### src/rtl/final_image_pkg.sv
// Shared types and default widths for the final-image write controller.
package final_image_pkg;
    localparam int ADDR_W_DEF = 8;
    localparam int DATA_W_DEF = 8;

    typedef enum logic [1:0] {
        IDLE   = 2'd0,
        STREAM = 2'd1,
        DONE   = 2'd2
    } state_t;

    typedef enum logic {
        GRANT_S = 1'b0,
        GRANT_D = 1'b1
    } grant_t;
endpackage

### src/rtl/rr_arbiter2.sv
// Two-requester round-robin arbiter; bit 0 is the stream, bit 1 the direct writer.
module rr_arbiter2
    import final_image_pkg::*;
(
    input  logic       clk,
    input  logic       rst_n,
    input  logic [1:0] req,
    input  logic       accept,
    output logic [1:0] grant
);
    grant_t last_grant;

    // On contention the requester that did not win last time goes first.
    always_comb begin
        grant = req;
        if (req == 2'b11) begin
            grant = (last_grant == GRANT_D) ? 2'b01 : 2'b10;
        end
    end

    always_ff @(posedge clk or negedge rst_n) begin
        if (!rst_n) begin
            last_grant <= GRANT_D;
        end else if (accept) begin
            last_grant <= grant[1] ? GRANT_D : GRANT_S;
        end
    end
endmodule

### src/rtl/final_image_write_ctrl.sv
// Stream/direct sequencer in front of the final-image memory write port.
// Optional running stream checksum output when FINAL_IMG_CHECKSUM_EN is defined.
module final_image_write_ctrl
    import final_image_pkg::*;
#(
    parameter int ADDR_W = ADDR_W_DEF,
    parameter int DATA_W = DATA_W_DEF,
    parameter int LEN_W  = ADDR_W + 1
) (
    input  logic              CLK,
    input  logic              RST_N,
    input  logic              start,
    input  logic [ADDR_W-1:0] base_addr,
    input  logic [LEN_W-1:0]  length,
    input  logic              s_valid,
    input  logic [DATA_W-1:0] s_data,
    output logic              s_ready,
    input  logic              d_valid,
    input  logic [ADDR_W-1:0] d_addr,
    input  logic [DATA_W-1:0] d_data,
    output logic              d_ready,
    output logic              busy,
    output logic              done,
    output logic              WE,
    output logic [ADDR_W-1:0] wA,
    output logic [DATA_W-1:0] WD,
`ifdef FINAL_IMG_CHECKSUM_EN
    output logic [DATA_W-1:0] checksum,
`endif
    output logic [1:0]        dbg_state
);
    state_t            state;
    logic [LEN_W-1:0]  count;
    logic [LEN_W-1:0]  len_q;
    logic [ADDR_W-1:0] base_q;
    logic [1:0]        grant;
    logic              s_acc;
    logic              d_acc;
    logic              last_word;

    // Handshake: a word transfers on a cycle where valid && ready; ready is the
    // arbiter grant and never depends on anything but valid, state and last_grant.
    rr_arbiter2 u_arb (
        .clk    (CLK),
        .rst_n  (RST_N),
        .req    ({d_valid, s_valid && (state == STREAM)}),
        .accept (s_acc || d_acc),
        .grant  (grant)
    );

    assign s_ready   = grant[0];
    assign d_ready   = grant[1];
    assign s_acc     = s_valid && s_ready;
    assign d_acc     = d_valid && d_ready;
    assign last_word = (count == len_q - LEN_W'(1));
    assign dbg_state = state;

    always_ff @(posedge CLK or negedge RST_N) begin
        if (!RST_N) begin
            state  <= IDLE;
            busy   <= 1'b0;
            done   <= 1'b0;
            count  <= '0;
            len_q  <= '0;
            base_q <= '0;
            WE     <= 1'b0;
            wA     <= '0;
            WD     <= '0;
        end else begin
            case (state)
                IDLE: begin
                    if (start) begin
                        base_q <= base_addr;
                        len_q  <= length;
                        count  <= '0;
                        busy   <= 1'b1;
                        if (length == '0) begin
                            state <= DONE;
                            done  <= 1'b1;
                        end else begin
                            state <= STREAM;
                        end
                    end
                end
                STREAM: begin
                    if (s_acc) begin
                        count <= count + LEN_W'(1);
                        if (last_word) begin
                            state <= DONE;
                            done  <= 1'b1;
                        end
                    end
                end
                DONE: begin
                    state <= IDLE;
                    busy  <= 1'b0;
                    done  <= 1'b0;
                end
                default: begin
                    state <= IDLE;
                    busy  <= 1'b0;
                    done  <= 1'b0;
                end
            endcase

            // Stream address wraps naturally in ADDR_W bits.
            if (s_acc) begin
                WE <= 1'b1;
                wA <= base_q + count[ADDR_W-1:0];
                WD <= s_data;
            end else if (d_acc) begin
                WE <= 1'b1;
                wA <= d_addr;
                WD <= d_data;
            end else begin
                WE <= 1'b0;
            end
        end
    end

`ifdef FINAL_IMG_CHECKSUM_EN
    always_ff @(posedge CLK or negedge RST_N) begin
        if (!RST_N) begin
            checksum <= '0;
        end else if ((state == IDLE) && start) begin
            checksum <= '0;
        end else if (s_acc) begin
            checksum <= checksum + s_data;
        end
    end
`endif
endmodule
### config.mk
export PLATFORM = sky130hd
export DESIGN_NAME = final_image_write_ctrl
export DESIGN_NICKNAME = d
export VERILOG_FILES = /design/src/rtl/final_image_pkg.sv /design/src/rtl/rr_arbiter2.sv /design/src/rtl/final_image_write_ctrl.sv
export SDC_FILE = /design/constraint.sdc
export NUM_CORES = 1
export LEC_CHECK = 0
export CAP_MARGIN = 5
export CELL_PAD_IN_SITES_DETAIL_PLACEMENT = 0
export CELL_PAD_IN_SITES_GLOBAL_PLACEMENT = 1
export CORE_ASPECT_RATIO = 1.2
export CORE_MARGIN = 1.5
export CORE_UTILIZATION = 25
export DETAILED_ROUTE_END_ITERATION = 7
export PLACE_DENSITY_LB_ADDON = 0.15
export SYNTH_ARGS = -nofsm -noshare
export SYNTH_HDL_FRONTEND = slang
export SYNTH_SLANG_ARGS = --single-unit
### constraint.sdc
create_clock -name CLK -period 2.56 [get_ports CLK]
set_input_delay 0.64 -clock CLK [delete_from_list [all_inputs] [get_ports CLK]]
set_output_delay 0.64 -clock CLK [all_outputs]
set_load 0.02 [all_outputs]
==> flow_summary.toml, run 1 <==
[outcome]
outcome = "finished, final reports clean"

[grt]
met3_usage_pct = 2.796
grt_usage_pct = 13.07
grt_pass1_vias = 2231
grt-ovfl-total = 0
groute.layer.met1.usage_pct = 15.91
grt.busiest_layer = "met2"
grt_max_degree = 32
antenna_found_initial = 0
met2_usage_pct = 22.94
grt_pass1_wl_mm = 11.58

[logic_synthesis]
yosysWarnings = 0
synth.avg_cell_area_um2 = 9.529
synth_edf_count = 0
syn_area_um2 = 2630
ys.flop_type = "dfrtp_1"
syn_nets = 332
synth_seq_cells = 48
synthCells = 276
ys_types = 45
yosysSeqAreaShare_pct = 45.72
async_reset_ff_share_pct = 100.0

[cells_and_area]
fin_util_pct = 35.94
n_fill_cell = 1036
nets = 404
drive_gt1_share_pct = 6.877
syn2layout_area_growth_pct = 38.15
antenna_cells = 0
design_area_um2 = 3633
finalNonFillerCells = 475

[power]
p_sw_share_pct = 38.98
power_frac_seq_pct = 35.6
power.switching_mw = 1.452
p_per_area_nw_per_um2 = 1025
p_int_mw = 2.273
combPwrFrac_pct = 46.5
p_total_mw = 3.725
ir_drop_v = 0.0002899
p_leak_nw = 1.585
p_clk_share_pct = 17.9

[timing]
hold_viol = 0
worst_pin_slew_ps = 643.1
grt_setup_unrepaired = "no"
slew_viol_final = 0
period_share_pct = 95.99
setup_viol = 0
worst_slack_ps = 102.7
tns_ps = 0
fmax_ghz = 0.4070
period_minus_slack_ps = 2457
skew_ps = 6.357
timing.hold.ws_ps = 372.5
slew_headroom_pct = 57.02

[drt]
drt_iter0_markers = 115
vias_per_cell = 4.644
wl_per_cell_um = 14.70
firstDrtPassIters = 4
drt_wl_total_mm = 6.983
drtAntennaViolNets = 0
num_vias = 2206
drc = 0

[place]
place_area_um2 = 3490
dp_cells = 467
port_buffers = 68
dpl_worst_slack_ps = -197.4
gp_congestion = 0.7483
dp_hpwl_mm = 5.182

[floorplan]
io_pins = 69
start_util_pct = 26.01
die_h_um = 115.4
die_area_um2 = 11150
chipWidth_um = 96.63
core_um2 = 10110
core.rowCount = 40

[worst_hold_path]
hold_path_class = "in -> async"

[worst_setup_path]
cp-end-kind = "primary output"
cp.arrival_ps = 1820
crit_fanout = 3
cp-start-kind = "primary input"
critPathKind = "in -> out"
crit_required_ps = 1920
ff2ff_setup_slack_ps = 460

[clock_tree]
numCtsBuffers = 5
cts-root-buf = "clkbuf_16"
htree_levels = 2
cts_setup_buffers = 0
postCtsHoldBufs = 0
clkTransAtPathRegs_ps = 60
cts_tree = "built"
worst_skew_pair.late_latency_ps = 290
clockBufferDepth = 2
cts_num_sinks = 48
cts_resized = 2

[job]
max-cap-violations = 0
sequential cells by signal, indices dropped and copies added (netlist names):
register          cells
busy                  1
base_q                8
len_q                 9
WD                    8
wA                    8
done                  1
u_arb.last_grant      1
dbg_state             2
WE                    1
count                 9
layout make-up:
class	count	area [um2]	share of cell area [%]
clock buffers	8	146.4	4.029
inverters	20	80.08	2.204
multi-input cells	196	1294	35.61
flip-flops and latches	48	1202	33.09
well taps	126	157.7	4.339
repair buffers	77	753.2	20.73
layout by cell type, fill, tap and decap left out, types with 2 or more instances in the layout:
cell,instances
clkdlybuf4s50_1,65
nand2_1,56
dfrtp_1,47
inv_1,19
o21ai_0,15
nor2_1,14
xnor2_1,12
a21oi_1,10
a222oi_1,9
ha_1,9
xor2_1,8
buf_4,8
o31ai_1,5
clkbuf_16,5
nor4_1,4
nor2b_1,4
nor3_1,4
o2111ai_1,3
or3_1,3
a21o_1,3
o21a_1,3
a22oi_1,3
and3_1,2
nand3_1,2
and3b_1,2
a31oi_1,2
nand4_1,2
o21bai_1,2
a211o_1,2
nand2b_1,2
a32oi_1,2
clkbuf_1,2
dlygate4sd2_1,2
power by group through the flow:
stage,clock (mW),sequential (mW),combinational [mW]
final,0.667,1.33,1.73
after global routing,0.715,1.37,1.95
after CTS,0.695,1.33,1.76
after detailed placement,0,1.34,1.76
after global placement,0,1.34,1.76
after floorplan,0,1.41,1.03
cell usage after synthesis (2+ instances only):
cell / instances / area (um2)
a211o_1: 2 / 17.52
a21o_1: 3 / 22.52
a21oi_1: 10 / 50.05
a222oi_1: 9 / 90.09
a22oi_1: 3 / 22.52
a31oi_1: 2 / 12.51
a32oi_1: 2 / 17.52
and3_1: 2 / 12.51
and3b_1: 2 / 17.52
buf_2: 7 / 35.03
clkbuf_1: 5 / 18.77
dfrtp_1: 47 / 1176
ha_1: 9 / 112.6
inv_1: 19 / 71.32
nand2_1: 56 / 210.2
nand2b_1: 2 / 12.51
nand3_1: 2 / 10.01
nand4_1: 2 / 12.51
nor2_1: 14 / 52.55
nor2b_1: 4 / 25.02
nor3_1: 4 / 20.02
nor4_1: 4 / 25.02
o2111ai_1: 3 / 26.28
o21a_1: 3 / 22.52
o21ai_0: 15 / 75.07
o21bai_1: 2 / 15.01
o31ai_1: 5 / 37.54
or3_1: 3 / 18.77
xnor2_1: 12 / 105.1
xor2_1: 8 / 70.07
per-layer routing:
metal / wire length (um) / share of wire [%] / up-vias
li1: - / - / 1115
met3: 276 / 4.0 / 6
met4: 101 / 1.4 / 0
met2: 3401 / 49 / 53
met1: 3203 / 46 / 1032
met5: 0 / 0 / -
final timing paths:
check | from | endpoint | cells after the start
max | s_valid | d_ready | 4
min | RST_N | WE | 1
max reg2reg | count[1] | wA[7] | 6
min reg2reg | base_q[0] | base_q[0] | 2
max in group asynchronous | RST_N | dbg_state[0] | 2
min in group CLK | base_q[0] | base_q[0] | 2
cells by family (layout without fill, tap and decap cells):
kind of cell	Yosys count	in the layout	share of synthesized area [%]
xor gates and xnor gates	20	20	6.660
muxes	1	1	0.4281
DFF	48	48	45.72
AOI/OAI and AO/OA	65	65	19.17
adders and majority gates	10	10	5.043
buffers and inverters	32	105	5.090
and+or+nand+nor	100	100	17.89
worst max-delay path, cell delays in order:
cell and delay, ps:
clkdlybuf4s50_1 390, and3b_2 240, a21oi_1 200, dlygate4sd2_1 350
Power figures use the tool's default switching activity.
==> run 2, diff against run 1 <==
Settings changed: RECOVER_POWER from default to 100.
==> run 2 against run 1 <==
Compared with the run above:
- the flow now finishes with violations (max-capacitance violations)
- global-route usage unchanged
- sequential cell count unchanged
- critical path depth unchanged
- utilization decreased by 0.62 points
- total power decreased by 2.7%
- worst hold slack improved by 110 ps
- sequential share of layout area increased by 0.58 points
- setup slack about the same
- wire length increased by 0.24%
- via count about the same
- clock power about the same
==> flow_summary.toml, run 2 (synthesized netlist as in run 1, its figures left out) <==
[outcome]
outcome = "complete, but fails checks"
violations = "max-capacitance violations"

[cells_and_area]
reg_top3 = "count x9, len_q x9"
drive_gt1_share_pct = 5.444
layout_common_cells = "nand2_1, dfrtp_1, clkdlybuf4s50_1"
nets = 404
layout_commonest_cell = "nand2_1"
antenna_cells = 0
syn2layout_area_growth_pct = 35.78

[job]
max-cap-violations = 1

[worst_setup_path]
startpoint = "s_valid"
ff2ff_setup_slack_ps = 280
cp.arrival_ps = 1820
crit_required_ps = 1920
cp-end-kind = "primary output"
cp-start-kind = "primary input"
crit_fanout = 3
crit-reg2reg-capture = "wA[7]"
reg2reg_depth = 6
rr_startpoint = "count[1]"
critPathKind = "in -> out"

[grt]
grt_pass1_vias = 2231
grt-ovfl-total = 0
grt.busiest_layer = "met2"
met2_usage_pct = 22.94
antenna_found_initial = 0
grt_max_degree = 32
groute.layer.met1.usage_pct = 15.91
grt_usage_pct = 13.07
met3_usage_pct = 2.796
grt_pass1_wl_mm = 11.58

[timing]
grt_setup_unrepaired = "no"
period_minus_slack_ps = 2457
period_share_pct = 95.97
worst_pin_slew_ps = 1492
slew_viol_final = 0
fmax_ghz = 0.4070
skew_ps = 6.286
hold_viol = 0
timing.hold.ws_ps = 486.4
slew_headroom_pct = 0.5467
setup_viol = 0

[clock_tree]
postCtsHoldBufs = 0
htree_levels = 2
clockBufferDepth = 2
clkTransAtPathRegs_ps = 60
cts_tree = "built"
worst_skew_pair.late_latency_ps = 290
numCtsBuffers = 5
cts_num_sinks = 48
cts-root-buf = "clkbuf_16"

[worst_hold_path]
hold_path_class = "reg -> reg"
holdPathEnd = "base_q[0]"
hold_depth = 2
min-delay-start = "base_q[0]"

[floorplan]
start_util_pct = 26.01
chipWidth_um = 96.63
io_pins = 69
core_um2 = 10110
die_area_um2 = 11150
core.rowCount = 40
die_h_um = 115.4

[power]
combPwrFrac_pct = 45.3
p_leak_nw = 1.575
power_frac_seq_pct = 36.3
p_per_area_nw_per_um2 = 1015
power.switching_mw = 1.424
ir_drop_v = 0.0002898
p_int_mw = 2.199
p_sw_share_pct = 39.31
p_clk_share_pct = 18.4
p_total_mw = 3.623

[drt]
drtAntennaViolNets = 0
vias_per_cell = 4.640
drc = 0
drt_iter0_markers = 106
drt_wl_total_mm = 7.000
num_vias = 2204
wl_per_cell_um = 14.74
firstDrtPassIters = 4

[place]
dp_hpwl_mm = 5.182
gp_congestion = 0.7483
port_buffers = 68
==> run 2: cell types whose count changed in the layout (fill, tap and decap cells not counted) <==
cell	previous run	this run
buf_12	1	0
a2111oi_0	0	1
buf_2	1	0
a2111oi_4	1	0
clkbuf_2	0	3
o2111ai_2	0	1
o2111ai_4	1	0
buf_4	8	3
dlygate4sd3_1	0	21
clkdlybuf4s50_1	65	44
and2_0	0	1
and2_1	1	0
clkbuf_1	2	6
==> run 2: final cells by class <==
cell class,count,area (um2)
flip-flops and latches,48,1202
well taps,126,157.7
inverters,20,80.08
clock buffers,8,146.4
repair buffers,77,720.7
fillers,1051,6539
multi-input cells,196,1264
==> run 2: metal layers <==
metal / up-vias / share of wire (%)
li1: 1117 / -
met1: 1022 / 46
met2: 59 / 48
met3: 6 / 4.4
met4: 0 / 1.4
met5: - / 0
==> run 2: worst max-delay path by stage <==
stage               to  slack [ps]  cells past startpoint
4_1_cts        d_ready          90                      4
3_5_place_dp   d_ready        -200                      4
3_3_place_gp   d_ready        -180                      4
6_report       d_ready         100                      4
2_1_floorplan  d_ready         560                      3
5_1_grt        d_ready          40                      4
==> run 2: power groups by stage <==
stage | clock network (mW) | registers, mW | logic [mW]
after global placement | 0 | 1.34 | 1.76
after CTS | 0.695 | 1.33 | 1.76
after detailed placement | 0 | 1.34 | 1.76
final | 0.668 | 1.32 | 1.64
after floorplan | 0 | 1.41 | 1.03
after global routing | 0.715 | 1.36 | 1.86
==> run 2: what timing repair did <==
action                     4_1_cts  5_1_grt
setup buffers                    0        0
setup endpoints to repair        2        0
gates resized for setup          2        0
==> run 2: through the flow <==
stage	instance area [um2]	setup slack, ps	cells	setup TNS, ps	util (%)
6_report	3571	103.2	475	0	35.32
5_1_grt	3571	41.81	475	0	35.32
4_1_cts	3633	88.20	475	0	35.94
3_5_place_dp	3490	-197.4	467	-336.7	34.52
3_3_place_gp	3490	-181.3	467	-321.8	34.52
2_1_floorplan	2630	564.0	276	0	-
==> run 2: worst max-delay path, stage by stage <==
cell             delay [ps]
clkdlybuf4s50_1         390
and3b_2                 240
a21oi_1                 200
dlygate4sd2_1           350
